`config.mk`:
```
export PLATFORM = sky130hd
export DESIGN_NAME = lv_pwm_intb_decode
export DESIGN_NICKNAME = d
export VERILOG_FILES = /design/src/rtl/lv_pwm_intb_decode.sv
export SDC_FILE = /design/constraint.sdc
export NUM_CORES = 1
export LEC_CHECK = 0
export ABC_AREA = 1
export CORE_MARGIN = 2
export CORE_UTILIZATION = 55
export CTS_BUF_LIST = sky130_fd_sc_hd__clkbuf_8
export DETAILED_ROUTE_END_ITERATION = 6
export PLACE_DENSITY_LB_ADDON = 0.15
export SYNTH_ARGS = -nofsm -noshare
export SYNTH_HDL_FRONTEND = slang
export SYNTH_SLANG_ARGS = --single-unit
export TNS_END_PERCENT = 20
```
`constraint.sdc`:
```
create_clock -name i_clk -period 3.5 [get_ports i_clk]
set_clock_uncertainty 0.15 [all_clocks]
set_input_delay 0.35 -clock i_clk [delete_from_list [all_inputs] [get_ports i_clk]]
set_output_delay 0.35 -clock i_clk [all_outputs]
set_load 0.1 [all_outputs]
```
`src/rtl/lv_pwm_intb_decode.sv`:
```
// LV-side INTB decoder: compares the returned PWM line against the local gate wave, decodes INTB0/INTB1 frames, flags bad frames and stale-link timeouts.
// Outputs registered, decode visible 1 cycle after the deciding edge; no backpressure, the line is sampled every cycle.
module lv_pwm_intb_decode #(
    parameter int EXT_CYC_NUM = 8,
    parameter int TOL         = 1,
    parameter int WDG_CNT_W   = 16,
    parameter int WDG_TO_TH0  = 1024,
    parameter int WDG_TO_TH1  = 2048,
    parameter int WDG_TO_TH2  = 4096,
    parameter int WDG_TO_TH3  = 8192
) (
    input  logic       i_clk,
    input  logic       i_rst,
    input  logic       i_pwm_intb_rx,
    input  logic       i_pwm_ref,
    input  logic       i_wdgintb_en,
    input  logic [1:0] i_wdgintb_config,
    output logic       o_lv_intb_n,
    output logic       o_frm_vld,
    output logic       o_frm_err,
    output logic       o_wdg_err
);

    localparam int LO    = EXT_CYC_NUM - TOL;
    localparam int HI    = EXT_CYC_NUM + TOL;
    localparam int CNT_W = $clog2(HI + 2) + 1;

    localparam logic [CNT_W-1:0] LO_C  = CNT_W'(LO);
    localparam logic [CNT_W-1:0] HI_C  = CNT_W'(HI);
    localparam logic [CNT_W-1:0] EXT_C = CNT_W'(EXT_CYC_NUM);
    localparam logic [CNT_W-1:0] ONE_C = CNT_W'(1);

    typedef enum logic [2:0] {
        ST_IDLE,
        ST_BIT0,
        ST_GAP,
        ST_BIT2,
        ST_DRAIN,
        ST_ERR
    } st_t;

    st_t              st_q, st_d;
    logic [CNT_W-1:0] cnt_q, cnt_d, cnt_inc;
    logic             lock_q, lock_d;
    logic             dec0, dec1, err_ent;
    logic             mis, mark;

    logic [WDG_CNT_W-1:0] wdg_cnt_q, wdg_th;

    assign mis     = i_pwm_intb_rx ^ i_pwm_ref;
    // mark = line sits at the inverse of the level latched at frame start
    assign mark    = i_pwm_intb_rx ^ lock_q;
    assign cnt_inc = (cnt_q == '1) ? cnt_q : cnt_q + ONE_C;

    always_ff @(posedge i_clk or posedge i_rst) begin
        if (i_rst) begin
            st_q   <= ST_IDLE;
            cnt_q  <= '0;
            lock_q <= 1'b0;
        end else begin
            st_q   <= st_d;
            cnt_q  <= cnt_d;
            lock_q <= lock_d;
        end
    end

    always_comb begin
        st_d    = st_q;
        cnt_d   = cnt_q;
        lock_d  = lock_q;
        dec0    = 1'b0;
        dec1    = 1'b0;
        err_ent = 1'b0;
        case (st_q)
            ST_IDLE: begin
                if (mis) begin
                    st_d   = ST_BIT0;
                    lock_d = i_pwm_ref;
                    cnt_d  = ONE_C;
                end
            end
            ST_BIT0: begin
                if (mark) begin
                    if (cnt_q >= HI_C) begin
                        st_d    = ST_ERR;
                        cnt_d   = '0;
                        err_ent = 1'b1;
                    end else begin
                        cnt_d = cnt_inc;
                    end
                end else if (cnt_q < LO_C) begin
                    st_d  = ST_IDLE;
                    cnt_d = '0;
                end else begin
                    st_d  = ST_GAP;
                    cnt_d = ONE_C;
                end
            end
            ST_GAP: begin
                if (!mark) begin
                    if (cnt_q >= HI_C) begin
                        st_d  = ST_IDLE;
                        cnt_d = '0;
                        dec0  = 1'b1;
                    end else begin
                        cnt_d = cnt_inc;
                    end
                end else if (cnt_q < LO_C) begin
                    st_d    = ST_ERR;
                    cnt_d   = '0;
                    err_ent = 1'b1;
                end else begin
                    st_d  = ST_BIT2;
                    cnt_d = ONE_C;
                end
            end
            ST_BIT2: begin
                if (mark) begin
                    if (cnt_inc >= LO_C) begin
                        st_d  = ST_DRAIN;
                        cnt_d = '0;
                        dec1  = 1'b1;
                    end else begin
                        cnt_d = cnt_inc;
                    end
                end else begin
                    st_d    = ST_ERR;
                    cnt_d   = '0;
                    err_ent = 1'b1;
                end
            end
            ST_DRAIN: begin
                if (!mis) begin
                    st_d  = ST_IDLE;
                    cnt_d = '0;
                end else if (cnt_q >= HI_C) begin
                    st_d    = ST_ERR;
                    cnt_d   = '0;
                    err_ent = 1'b1;
                end else begin
                    cnt_d = cnt_inc;
                end
            end
            ST_ERR: begin
                // recover only after a full bit time of quiet line
                if (mis) begin
                    cnt_d = '0;
                end else if (cnt_inc >= EXT_C) begin
                    st_d  = ST_IDLE;
                    cnt_d = '0;
                end else begin
                    cnt_d = cnt_inc;
                end
            end
            default: begin
                st_d  = ST_IDLE;
                cnt_d = '0;
            end
        endcase
    end

    always_ff @(posedge i_clk or posedge i_rst) begin
        if (i_rst) begin
            o_lv_intb_n <= 1'b1;
            o_frm_vld   <= 1'b0;
            o_frm_err   <= 1'b0;
        end else begin
            o_frm_vld <= dec0 | dec1;
            o_frm_err <= err_ent;
            if (dec0) begin
                o_lv_intb_n <= 1'b0;
            end else if (dec1) begin
                o_lv_intb_n <= 1'b1;
            end
        end
    end

    always_comb begin
        wdg_th = WDG_CNT_W'(WDG_TO_TH0);
        case (i_wdgintb_config)
            2'd0:    wdg_th = WDG_CNT_W'(WDG_TO_TH0);
            2'd1:    wdg_th = WDG_CNT_W'(WDG_TO_TH1);
            2'd2:    wdg_th = WDG_CNT_W'(WDG_TO_TH2);
            default: wdg_th = WDG_CNT_W'(WDG_TO_TH3);
        endcase
    end

    // >= rather than == so a threshold lowered mid-count still fires
    always_ff @(posedge i_clk or posedge i_rst) begin
        if (i_rst) begin
            wdg_cnt_q <= '0;
            o_wdg_err <= 1'b0;
        end else if (!i_wdgintb_en || o_frm_vld) begin
            wdg_cnt_q <= '0;
            o_wdg_err <= 1'b0;
        end else begin
            if (wdg_cnt_q != '1) begin
                wdg_cnt_q <= wdg_cnt_q + WDG_CNT_W'(1);
            end
            if (wdg_cnt_q >= wdg_th) begin
                o_wdg_err <= 1'b1;
            end
        end
    end

endmodule

```
==> reports/qor.csv <==
metric,value,unit
"Area growth, synth to finish",12.8,%
area share of fa/ha/maj cells after synthesis,5.11,%
Fmax,411,MHz
Reg2Reg Setup Slack,1.35,ns
vias in the first global route,1685,
Die Span Y,63.7,um
GPL Wtd Cong,0.988,
Diodes inserted,0,
first-pass GRT wire length,7.26,mm
syn_nets,279,
crit-path cells,clkdlybuf4s50_1,
CP Buf/Inv Count,1,
Syn Area/Cell,7.42,sq um
status,"complete, no violations",
cell taking the most area after synthesis,dfrtp_1,
Max VDD drop,338,uV
number of fill cells,311,
proportion of synthesized area in mux cells,0.575,%
vias per cell,5.33,
IO buf count,10,
worst hold path class,register to register,
Yosys reg bits,29,
cts hold-fix bufs,0,
# DRC,0,
Antenna Violating Nets Remaining,0,
die width,63.7,um
Hold Path Sink,o_lv_intb_n,
Root Driver,clkbuf_8,
die area,4050,sq um
main area contributors after synthesis,"dfrtp_1 (36%), nand2_1 (10%), inv_1 (7.7%), nor2_1 (7.3%), nand3_1 (5.9%)",
kind of end point of the critical path,output pin,
maximum root-to-sink buffer count,2,
drt total wl,4.17,mm
P per Cell Area,442,nW/um^2
number of flops mapped to enable cells by yosys,0,
clk_lat worst skew,0.28,ns
grt ovf,0,
Post-DP Area,2120,sq um
Setup crit start kind,register,
Post-Synth XOR/XNOR Area,3.13,%
post-synthesis simple-gate area fraction,33.9,%
CP max-delay cell,clkdlybuf4s50_1,
critical path type,register to output pin,
largest family of logic cells by synthesized area,simple AND/OR/NAND/NOR gates,
TritonCTS clock tree,done,
share of layout cells above drive strength 1,11.0,%
via count of the routed design,1748,
post-CTS setup buffer count,0,
sequential share of the synthesized area,37.1,%
Yosys top cell area share,35.8,%
wire length per cell,12.7,um
GRT Total Usage,23.5,%
H-tree depth,2,
final slew viol count,0,
placement row count,21,
RSZ-0062 raised after global routing,no,
WP data arrival,1.93,ns
critical path required time,3.00,ns
Slew @ Worst Pin,0.966,ns
worst reg-to-reg path cell count,10,
worst hold stages,2,
initial drt markers,197,
max_cap viols,0,
WP depth,1,
Pleak,1.07,nW
Synth Warn #,0,
TritonCTS Buffers,5,
largest net degree at the start of global routing,21,
hpwl dp,3.21,mm
starting density of the core,57.8,%
final design area excluding fillers,2210,sq um
Max transition margin,35.4,%
critical path's top delay family,buffers and inverters,
ys flop type,dfrtp_1,
NumNets Final,296,
I/O pin count,11,
core area,3390,sq um
compound-gate portion of the synthesized area,11.2,%
Worst R2R End,cnt_q[2],
Critical Path Fanout Max,2,
Final Hold Vio Count,0,
total power,0.977,mW
clock slew at reported path FFs,0.06,ns
hold path startpoint,o_lv_intb_n,
post-CTS resize count,0,
post-route minimum period,2.43,ns
final worst path period share,69.5,%
Mapped Area,1960,sq um
Cell variety after synth,37,
Critical R2R Launch,cnt_q[0],
Synth async-reset ratio,100,%
CP peak stage delay,1.12,ns
# setup viols final,0,
CTS sink count,29,
first-pass iteration count of the detailed router,5,
Gate Count Post-Synth,264,
setup_tns,0,ns
initial antenna violation count,0,
metrics by stage:
| step | instances | hold slack [ns] | utilization [%] | setup slack, ns |
|---|---|---|---|---|
| finish | 328 | 0.338 | 65.2 | 1.07 |
| global route | 328 | 0.381 | 65.2 | 1.04 |
| CTS | 328 | 0.345 | 65.2 | 1.06 |
| floorplan | 264 | 0.277 | - | 1.72 |
| detailed placement | 320 | 0.332 | 62.5 | 1.04 |
| global placement | 320 | 0.335 | 62.5 | 1.05 |
cells in the final DEF, fill, tap and decap left out, drive strengths merged, types with 7 or more instances in the layout:
cell type / count
nand3: 27
nor3: 7
dfrtp: 28
nand2: 54
clkdlybuf4s50: 10
o21ai: 15
ha: 8
nor2: 42
a21oi: 9
inv: 45
layout make-up:
type                       instances  area (sq um)  share of cell area (%)
clock buffer                       6          82.6                    3.74
sequential                        29           727                    32.9
inverter                          43           164                    7.42
clock inverter                     2          7.51                   0.340
multi-input combinational        190          1050                    47.8
tap                               46          57.6                    2.61
timing repair buffer              12           115                    5.21
power by group:
part / switching, mW / leakage (nW) / internal, mW
Clock: 0.128 / 0.0538 / 0.154
Combinational: 0.182 / 0.629 / 0.104
Sequential: 0.0414 / 0.390 / 0.367
registers in the layout (all words and copies together), names as in the netlist:
| signal | flops |
|---|---|
| wdg_cnt_q | 16 |
| cnt_q | 5 |
| st_q | 3 |
| lock_q | 1 |
| o_frm_err | 1 |
| o_frm_vld | 1 |
| o_lv_intb_n | 1 |
| o_wdg_err | 1 |
synthesized netlist by cell type, types with 2 or more instances:
cell	number
inv_1	40
o211a_1	2
nor2_1	38
nor3_1	5
a21oi_1	8
o21ai_0	9
ha_1	8
nand2_2	2
nor2_2	2
a211oi_1	3
a31oi_1	2
nor4_1	3
nor2_4	2
o21ai_1	5
dfrtp_1	28
nand3_1	23
inv_2	2
nand3_2	4
nand2_1	52
nand4_1	3
xor2_1	6
or2_2	2
per-layer routing:
layer | up-vias | routed length [um] | global-route usage [%]
met5 | - | 0 | 0
met4 | 0 | 117 | 12.5
met3 | 11 | 167 | 5.36
met2 | 43 | 2160 | 41.6
met1 | 798 | 1730 | 25.9
li1 | 896 | - | -
kinds of logic after synthesis:
kind of cell               Yosys count
and+or+nand+nor                    139
buffers and inverters               45
AOI/OAI and AO/OA                   35
DFF                                 29
adders and majority gates            8
xor gates and xnor gates             7
muxes                                1
how the worst max path moves through the flow:
stage | startpoint | end | slack (ns)
after floorplan | cnt_q[0] | cnt_q[0] | 1.72
after CTS | o_lv_intb_n | o_lv_intb_n | 1.06
after detailed placement | i_wdgintb_config[0] | o_wdg_err | 1.04
after global routing | o_lv_intb_n | o_lv_intb_n | 1.04
final | o_lv_intb_n | o_lv_intb_n | 1.07
after global placement | i_wdgintb_config[0] | o_wdg_err | 1.05
Note: power is estimated with default switching activity, not from simulation.
